<file path="config.mk">
export PLATFORM = sky130hd
export DESIGN_NAME = r5_out_serializer
export DESIGN_NICKNAME = d
export VERILOG_FILES = /design/src/rtl/r5_pkg.sv /design/src/rtl/r5_ser_hold.sv /design/src/rtl/r5_out_serializer.sv
export SDC_FILE = /design/constraint.sdc
export NUM_CORES = 1
export LEC_CHECK = 0
export BUFFER_PORTS_ARGS = -buffer_cell sky130_fd_sc_hd__clkbuf_2
export CORE_MARGIN = 1
export CORE_UTILIZATION = 40
export CTS_CLUSTER_DIAMETER = 50
export CTS_CLUSTER_SIZE = 30
export DETAILED_ROUTE_END_ITERATION = 8
export SLEW_MARGIN = 25
export SYNTH_ARGS = -nofsm -noshare
export SYNTH_HDL_FRONTEND = slang
export SYNTH_SLANG_ARGS = --single-unit
</file>
<file path="constraint.sdc">
create_clock -name clk -period 13.9 [get_ports clk]
set_input_delay 1.39 -clock clk [delete_from_list [all_inputs] [get_ports clk]]
set_output_delay 1.39 -clock clk [all_outputs]
set_load 0.01 [all_outputs]
</file>
<file path="src/rtl/r5_pkg.sv">
// Shared constants, state encoding and the optional conjugation helper for the
// radix-5 output serializer. Helper exists only when R5_SER_CONJ_EN is defined.
package r5_pkg;

   localparam int DW   = 32;
   localparam int NPTS = 5;
   localparam int IW   = 3;

   localparam logic [IW-1:0] LAST_IDX = IW'(NPTS - 1);

   localparam logic [DW-1:0] DMAX = {1'b0, {(DW-1){1'b1}}};
   localparam logic [DW-1:0] DMIN = {1'b1, {(DW-1){1'b0}}};

   typedef enum logic [0:0] {
      IDLE = 1'b0,
      SEND = 1'b1
   } state_t;

`ifdef R5_SER_CONJ_EN
   // Negation with the one unrepresentable case clamped to the positive rail.
   function automatic logic [DW-1:0] conj_sat(input logic [DW-1:0] v);
      logic [DW-1:0] r;
      if (v == DMIN) begin
         r = DMAX;
      end else begin
         r = ~v + {{(DW-1){1'b0}}, 1'b1};
      end
      return r;
   endfunction
`endif

endpackage

</file>
<file path="src/rtl/r5_ser_hold.sv">
// Bundle holding register for the radix-5 serializer: loads all NPTS points at
// once and exposes one of them through an index-selected read mux.
module r5_ser_hold
   import r5_pkg::*;
(
   input  logic                 clk,
   input  logic                 rst,
   input  logic                 load,
   input  logic [NPTS*DW-1:0]   in_re,
   input  logic [NPTS*DW-1:0]   in_img,
   input  logic [IW-1:0]        rd_idx,
   output logic [DW-1:0]        rd_re,
   output logic [DW-1:0]        rd_img
);

   logic [NPTS*DW-1:0] hold_re;
   logic [NPTS*DW-1:0] hold_img;

   // Whole-bundle capture.
   always_ff @(posedge clk or posedge rst) begin
      if (rst) begin
         hold_re  <= {(NPTS*DW){1'b0}};
         hold_img <= {(NPTS*DW){1'b0}};
      end else if (load) begin
         hold_re  <= in_re;
         hold_img <= in_img;
      end else begin
         hold_re  <= hold_re;
         hold_img <= hold_img;
      end
   end

   // Out-of-range indices read as zero.
   always_comb begin
      rd_re  = {DW{1'b0}};
      rd_img = {DW{1'b0}};
      for (int k = 0; k < NPTS; k++) begin
         if (rd_idx == IW'(k)) begin
            rd_re  = hold_re[k*DW +: DW];
            rd_img = hold_img[k*DW +: DW];
         end else begin
            rd_re  = rd_re;
            rd_img = rd_img;
         end
      end
   end

endmodule

</file>
<file path="src/rtl/r5_out_serializer.sv">
// Radix-5 output serializer: takes a parallel 5-point bundle and streams it one
// point per cycle. Define R5_SER_CONJ_EN to emit the saturated conjugate on out_img.
module r5_out_serializer
   import r5_pkg::*;
(
   input  logic                 clk,
   input  logic                 rst,
   input  logic                 in_valid,
   output logic                 in_ready,
   input  logic [NPTS*DW-1:0]   in_re,
   input  logic [NPTS*DW-1:0]   in_img,
   output logic                 out_valid,
   input  logic                 out_ready,
   output logic [DW-1:0]        out_re,
   output logic [DW-1:0]        out_img,
   output logic [IW-1:0]        out_idx,
   output logic                 out_last,
   output logic                 busy
);

   state_t        state;
   state_t        state_next;
   logic [IW-1:0] idx;
   logic [IW-1:0] idx_next;
   logic          capture;
   logic          advance;
   logic [DW-1:0] rd_re;
   logic [DW-1:0] rd_img;
   logic [DW-1:0] pt_re;
   logic [DW-1:0] img_src;
   logic [DW-1:0] pt_img;

   // The read mux looks ahead at the next index so output registers load it directly.
   r5_ser_hold u_hold (
      .clk    (clk),
      .rst    (rst),
      .load   (capture),
      .in_re  (in_re),
      .in_img (in_img),
      .rd_idx (idx_next),
      .rd_re  (rd_re),
      .rd_img (rd_img)
   );

   // in_ready depends on registered state and out_ready only, never on in_valid.
   assign in_ready  = (state == IDLE) ||
                      ((state == SEND) && (idx == LAST_IDX) && out_ready);
   assign out_valid = (state == SEND);
   assign busy      = (state == SEND);
   assign out_idx   = idx;
   assign out_last  = (state == SEND) && (idx == LAST_IDX);

   // State and index registers.
   always_ff @(posedge clk or posedge rst) begin
      if (rst) begin
         state <= IDLE;
         idx   <= {IW{1'b0}};
      end else begin
         state <= state_next;
         idx   <= idx_next;
      end
   end

   // Next-state, index advance and capture decisions.
   always_comb begin
      state_next = state;
      idx_next   = idx;
      capture    = 1'b0;
      advance    = 1'b0;
      case (state)
         IDLE: begin
            if (in_valid) begin
               capture    = 1'b1;
               state_next = SEND;
               idx_next   = {IW{1'b0}};
            end else begin
               state_next = IDLE;
            end
         end
         SEND: begin
            if (out_ready) begin
               if (idx == LAST_IDX) begin
                  if (in_valid) begin
                     capture  = 1'b1;
                     idx_next = {IW{1'b0}};
                  end else begin
                     state_next = IDLE;
                     idx_next   = {IW{1'b0}};
                  end
               end else begin
                  advance  = 1'b1;
                  idx_next = idx + IW'(1'b1);
               end
            end else begin
               state_next = SEND;
            end
         end
         default: begin
            state_next = IDLE;
            idx_next   = {IW{1'b0}};
         end
      endcase
   end

   // On capture the hold register is not yet loaded, so point 0 bypasses it.
   always_comb begin
      pt_re   = rd_re;
      img_src = rd_img;
      if (capture) begin
         pt_re   = in_re[DW-1:0];
         img_src = in_img[DW-1:0];
      end else begin
         pt_re   = rd_re;
         img_src = rd_img;
      end
   end

`ifdef R5_SER_CONJ_EN
   assign pt_img = conj_sat(img_src);
`else
   assign pt_img = img_src;
`endif

   // Output data registers; they only move on a capture or an accepted point.
   always_ff @(posedge clk or posedge rst) begin
      if (rst) begin
         out_re  <= {DW{1'b0}};
         out_img <= {DW{1'b0}};
      end else if (capture || advance) begin
         out_re  <= pt_re;
         out_img <= pt_img;
      end else begin
         out_re  <= out_re;
         out_img <= out_img;
      end
   end

endmodule

</file>
==> results.yml, run 1 <==
synthesis:
  synthesis.area_sq_um: 18700
  yosysWarnings: 0
  netlist_instances: 1463
  synth_fp_nets: 1789
  ys_seq_area_share_pct: 52.0
  synth-main-ff-cell: "dfrtp_1"
  synth-edff-count: 0
  async_reset_ff_share_pct: 100
  yosysUniqueCellTypes: 39
  syn_area_per_cell_sq_um: 12.8
  synth-seq-cells: 388
cells_and_area:
  drive_above_1_share_pct: 47.9
  nNetsFinal: 2109
  final_common_cell: "clkbuf_2"
  layout_common_cells: "clkbuf_2 (393), dfrtp_1 (388), mux2_2 (320)"
  syn2layout_area_growth_pct: 20.3
grt:
  track_usage_pct: 24.6
  antenna_found_initial: 8
  grt_pass1_wl_mm: 89.8
  grt_max_degree: 107
  grt.overflow.total: 0
  first_global_vias: 14800
clock_network:
  clock_latency_ns: 0.59
  cts_tree: "yes"
  cts.path.max_buffers: 3
  hold_buffers: 0
  clk_pin_slew_ns: 0.06
  postCtsSetupBuffers: 0
  cts_num_sinks: 388
  clockRootBuffer: "clkbuf_16"
  cts_buffers: 48
  cts_max_level: 2
  cts_resized: 0
detailed_routing:
  initialDrtViolationCount: 1058
  m1WireLength_mm: 25.1
  dr_total_vias: 14300
  via_per_inst: 5.89
  wl_met3_mm: 4.35
  ant_nets: 0
  wl_mm: 59.0
  wl_per_cell_um: 24.3
  met2WireLength_mm: 27.9
  drc_errors: 0
  dr.pass1.iters: 5
  highest_layer: "met5"
sta:
  final.min_clock_period_ns: 4.78
  timing.hold.ws_ns: 0.497
  rsz0062_at_grt: "false"
  setup_viol: 0
  hold_violations: 0
  max_freq_ghz: 0.209
  slew_headroom_pct: 27.7
  fin_setup_tns_ns: 0
  worst_pin_slew_ns: 1.08
  skew_ns: 0.0282
  min_period_over_period_pct: 34.4
  maxSlewViolCount: 0
worst_setup_path:
  cp-end-kind: "flop"
  cp.required_ns: 14.41
  crit_fanout: 66
  r2r_slack_ns: 9.97
  worstPathArrival_ns: 5.29
  start_kind: "input port"
  critPathKind: "input port to flop"
power_and_ir_drop:
  powerDensity_nw_per_um2: 237
  peakVddDrop_uv: 167
  intPower_mw: 3.37
  p_switching_mw: 1.95
  combPwrFrac_pct: 38.1
  seqPwrFrac_pct: 38.1
  p_clk_share_pct: 23.8
  leakage_nw: 10.0
  swShare_pct: 36.7
  totalPowerFinal_mw: 5.32
floorplanning:
  die_x_um: 218
  core_area_sq_um: 45700
  dieArea_sq_um: 47600
  io_pins: 395
  fp.dieH_um: 218
  num_rows: 78
  initial_utilization_pct: 40.9
flow_run:
  cap_violations: 0
placed_design:
  gp_congestion: 0.804
  dp_hpwl_mm: 36.7
  port_buffers: 394
worst_hold_path:
  hold_class: "flop to flop"
status:
  status: "completed"
registers in the layout, indices dropped and copies added (netlist names):
name             count
u_hold.hold_img    160
out_img             32
busy                 1
out_idx              3
out_re              32
u_hold.hold_re     160
metrics by stage:
| stage | worst slack [ns] | std cells | instance area, sq um | utilization [%] |
|---|---|---|---|---|
| floorplan | 1.73 | 1463 | 18700 | - |
| global placement | 8.68 | 2332 | 20800 | 45.6 |
| detailed placement | 8.62 | 2333 | 20800 | 45.6 |
| CTS | 9.24 | 2422 | 22400 | 49.1 |
| global route | 9.01 | 2423 | 22500 | 49.2 |
| finish | 9.12 | 2426 | 22500 | 49.2 |
synth_stat cells (2+ instances only):
cell type | n | area, sq um
o221a_1 | 29 | 327
o31ai_1 | 2 | 15.0
nor2b_1 | 2 | 12.5
a21oi_1 | 66 | 330
and3_1 | 65 | 407
a2111oi_2 | 3 | 45.0
dfrtp_1 | 388 | 9710
ha_1 | 2 | 25.0
o221a_2 | 36 | 405
o221ai_1 | 63 | 552
buf_8 | 6 | 90.1
mux2_2 | 320 | 3600
inv_2 | 2 | 7.51
nand2_1 | 6 | 22.5
inv_1 | 4 | 15.0
nand2b_1 | 64 | 400
clkbuf_2 | 2 | 10.0
buf_6 | 10 | 113
mux2i_1 | 64 | 641
nor3_1 | 63 | 315
buf_4 | 30 | 225
a2111oi_0 | 58 | 508
buf_2 | 31 | 155
clkbuf_1 | 66 | 248
o21ai_0 | 64 | 320
a21oi_2 | 2 | 17.5
a2111oi_1 | 3 | 30.0
path summary, 6_finish.rpt:
check | startpoint | end | cells after the start
worst max-delay path | in_valid | out_re[23] | 8
worst min-delay path | u_hold.hold_re[61] | u_hold.hold_re[61] | 1
worst max register to register | busy | out_re[25] | 7
worst min register to register | u_hold.hold_re[61] | u_hold.hold_re[61] | 1
max in group asynchronous | rst | out_img[25] | 4
min in group asynchronous | rst | u_hold.hold_img[39] | 2
routing by layer:
metal / vias to the layer above / GRT usage [%]
met2: 562 / 39.7
li1: 6250 / -
met4: 8 / 8.39
met1: 7351 / 32.5
met5: - / 0
met3: 124 / 5.61
cell type report:
class	count	area (sq um)
antenna	4	10.0
clock buffer	60	1300
clock inverter	29	304
fill	4162	23200
inverter	6	35.0
multi-input combinational	924	8190
sequential	388	9710
tap	600	751
timing repair buffer	415	2160
power groups by stage:
stage	clock network, mW	registers, mW	logic, mW
after global placement	0	2.02	1.98
after global routing	1.34	2.09	2.19
final	1.27	2.02	2.03
after detailed placement	0	2.04	2.04
after CTS	1.30	2.02	2.04
after floorplan	0	1.97	1.44
cell families after synthesis:
logic type | after synthesis | synth area share [%]
compound gates | 329 | 13.9
fa+ha+maj | 2 | 0.134
buf+inv | 151 | 4.62
flops | 388 | 52.0
mux | 385 | 22.8
simple gates | 208 | 6.51
worst max-delay path, stage by stage:
cell	delay (ns)
buf_2	0.08
buf_4	0.71
inv_1	0.39
o221a_4	0.66
nor3_4	0.92
buf_4	0.60
and3_1	0.24
o221a_1	0.18
No activity file was read; power rests on OpenSTA's default activity.
==> inputs of run 2 (changes only) <==
- clock period: 13.9 -> 4.25 ns (I/O delays scaled with it)
==> run 2 against run 1 <==
Against the previous run:
- setup slack got worse by 8.2 ns
- first-iteration DRC count grew 1.3%
- clock power increased to 3.3 times the previous value
- via count up 0.26%
- sequential share of layout area down 0.52 points
- global-route usage increased by 0.57 points
- register-to-register slack worse by 9.0 ns
- clock skew is 0.013 ns lower
- power increased to 3.3 times the previous value
- critical endpoint is now out_img[25]
- largest cell class unchanged
- highest routed layer unchanged
==> results.yml, run 2 (synthesis results as in run 1) <==
floorplanning:
  io_pins: 395
  initial_utilization_pct: 40.9
  dieArea_sq_um: 47600
  fp.dieH_um: 218
  die_x_um: 218
  num_rows: 78
  core_area_sq_um: 45700
power_and_ir_drop:
  swShare_pct: 36.3
  combPwrFrac_pct: 37.9
  p_switching_mw: 6.38
  leakage_nw: 10.1
  powerDensity_nw_per_um2: 773
  intPower_mw: 11.2
  totalPowerFinal_mw: 17.6
  seqPwrFrac_pct: 38.0
  peakVddDrop_uv: 448
  p_clk_share_pct: 24.1
worst_hold_path:
  worstHoldStart: "in_re[149]"
  holdPathStages: 2
  hold_class: "input port to flop"
  holdPathEnd: "u_hold.hold_re[149]"
grt:
  antenna_found_initial: 16
  first_global_vias: 14900
  track_usage_pct: 25.2
  grt.overflow.total: 0
  grt_pass1_wl_mm: 90.9
  grt_max_degree: 102
clock_network:
  cts.path.max_buffers: 3
  postCtsSetupBuffers: 0
  cts_max_level: 2
  clk_pin_slew_ns: 0.07
  clock_latency_ns: 0.57
  cts_tree: "yes"
  cts_buffers: 46
  clockRootBuffer: "clkbuf_16"
  cts_num_sinks: 388
worst_setup_path:
  reg2reg_depth: 7
  rr_startpoint: "busy"
  max_stage_delay_ns: 0.75
  crit_fanout: 59
  path_cells: "mux2i_2 > a22oi_4 > inv_6 > buf_4 > mux2i_1 > o221ai_1 > o221a_1"
  start_kind: "flop"
  r2r_slack_ns: 0.95
  cp-end-kind: "flop"
  worstPathArrival_ns: 3.76
  cp.required_ns: 4.70
  crit_buf_inv: 2
  critPathKind: "flop to flop"
  r2r-end: "out_img[25]"
  cp_slowest_cell: "dfrtp_1"
  crit_family: "buffers and inverters"
sta:
  hold_violations: 0
  timing.final.ws_setup_ns: 0.946
  final.min_clock_period_ns: 3.30
  max_freq_ghz: 0.303
  rsz0062_at_grt: "false"
  maxSlewViolCount: 0
  min_period_over_period_pct: 77.8
  setup_viol: 0
  worst_pin_slew_ns: 1.06
  skew_ns: 0.0151
  slew_headroom_pct: 29.0
cells_and_area:
  syn2layout_area_growth_pct: 21.7
  drive_above_1_share_pct: 48.3
  final_common_cell: "clkbuf_2"
  reg_top3: "u_hold.hold_img: 160 flops, u_hold.hold_re: 160 flops"
  layout_common_cells: "clkbuf_2 (393), dfrtp_1 (388), mux2_2 (320)"
  nNetsFinal: 2122
detailed_routing:
  ant_nets: 0
  wl_per_cell_um: 24.8
  dr.pass1.iters: 5
  dr_total_vias: 14300
  via_per_inst: 5.88
  initialDrtViolationCount: 1072
  wl_mm: 60.4
  drc_errors: 0
placed_design:
  dp_hpwl_mm: 38.3
  port_buffers: 394
  gp_congestion: 0.862
  pre_cts_ws_ns: 1.03
flow_run:
  cap_violations: 0
status:
  status: "completed"
==> run 2: cell count changes in the layout (fill, tap and decap cells not counted), sizes merged <==
cell,delta
clkbuf,-3
clkinvlp,+2
buf,+14
diode,+3
inv,-11
clkinv,+5
bufinv,+2
dlygate4sd3,+1
==> run 2: worst max-delay path by stage <==
stage | slack [ns] | cells after the start | startpoint | endpoint
floorplan | -1.39 | 1 | rst | busy
global placement | 1.17 | 7 | busy | out_re[2]
detailed placement | 1.03 | 7 | busy | out_img[25]
CTS | 0.99 | 7 | busy | out_img[25]
global route | 0.82 | 7 | busy | out_img[20]
finish | 0.95 | 7 | busy | out_img[25]
==> run 2: per-stage QoR <==
| step | hold slack, ns | util, % | setup TNS [ns] | std cells | instance area, sq um |
|---|---|---|---|---|---|
| 6_report | 0.0752 | 49.8 | 0 | 2439 | 22700 |
| 4_1_cts | 0.0421 | 49.7 | 0 | 2430 | 22700 |
| 3_3_place_gp | 0.481 | 46.1 | 0 | 2346 | 21000 |
| 5_1_grt | 0.0611 | 49.8 | 0 | 2437 | 22700 |
| 2_1_floorplan | 0.472 | - | -540.45 | 1463 | 18700 |
| 3_5_place_dp | 0.487 | 46.1 | 0 | 2346 | 21000 |
==> run 2: final cells by class <==
type	count	area, sq um
Multi-Input combinational cell	924	8190
Inverter	6	31.3
Timing Repair Buffer	430	2380
Sequential cell	388	9710
Fill cell	4063	22900
Clock inverter	27	364
Antenna cell	7	17.5
Clock buffer	57	1290
Tap cell	600	751
==> run 2: per-layer routing <==
layer | GRT usage (%) | part of all wire [%] | vias to the layer above | routed length (um)
met3 | 6.07 | 7.3 | 122 | 4410
met1 | 33.2 | 43 | 7319 | 25800
met2 | 40.3 | 47 | 598 | 28500
met5 | 0 | 0.21 | - | 127
met4 | 9.04 | 2.5 | 20 | 1520
li1 | - | - | 6273 | -
==> run 2: worst reg2reg max path: stages, from the launching register on <==
cell and delay (ns):
dfrtp_1 0.75, mux2i_2 0.46, a22oi_4 0.17, inv_6 0.50, buf_4 0.59, mux2i_1 0.30
o221ai_1 0.16, o221a_1 0.26
==> run 2: what timing repair did <==
item,4_1_cts,5_1_grt
setup endpoints to repair,0,0
hold buffers,0,1
hold endpoints to repair,0,12
gates resized for setup,0,0
==> run 2: power by group through the flow <==
stage / Combinational [mW] / Clock, mW / Sequential, mW
after detailed placement: 6.66 / 0 / 6.71
after global placement: 6.49 / 0 / 6.69
after global routing: 7.16 / 4.46 / 6.87
final: 6.65 / 4.23 / 6.68
after floorplan: 4.71 / 0 / 6.45
after CTS: 6.67 / 4.31 / 6.66
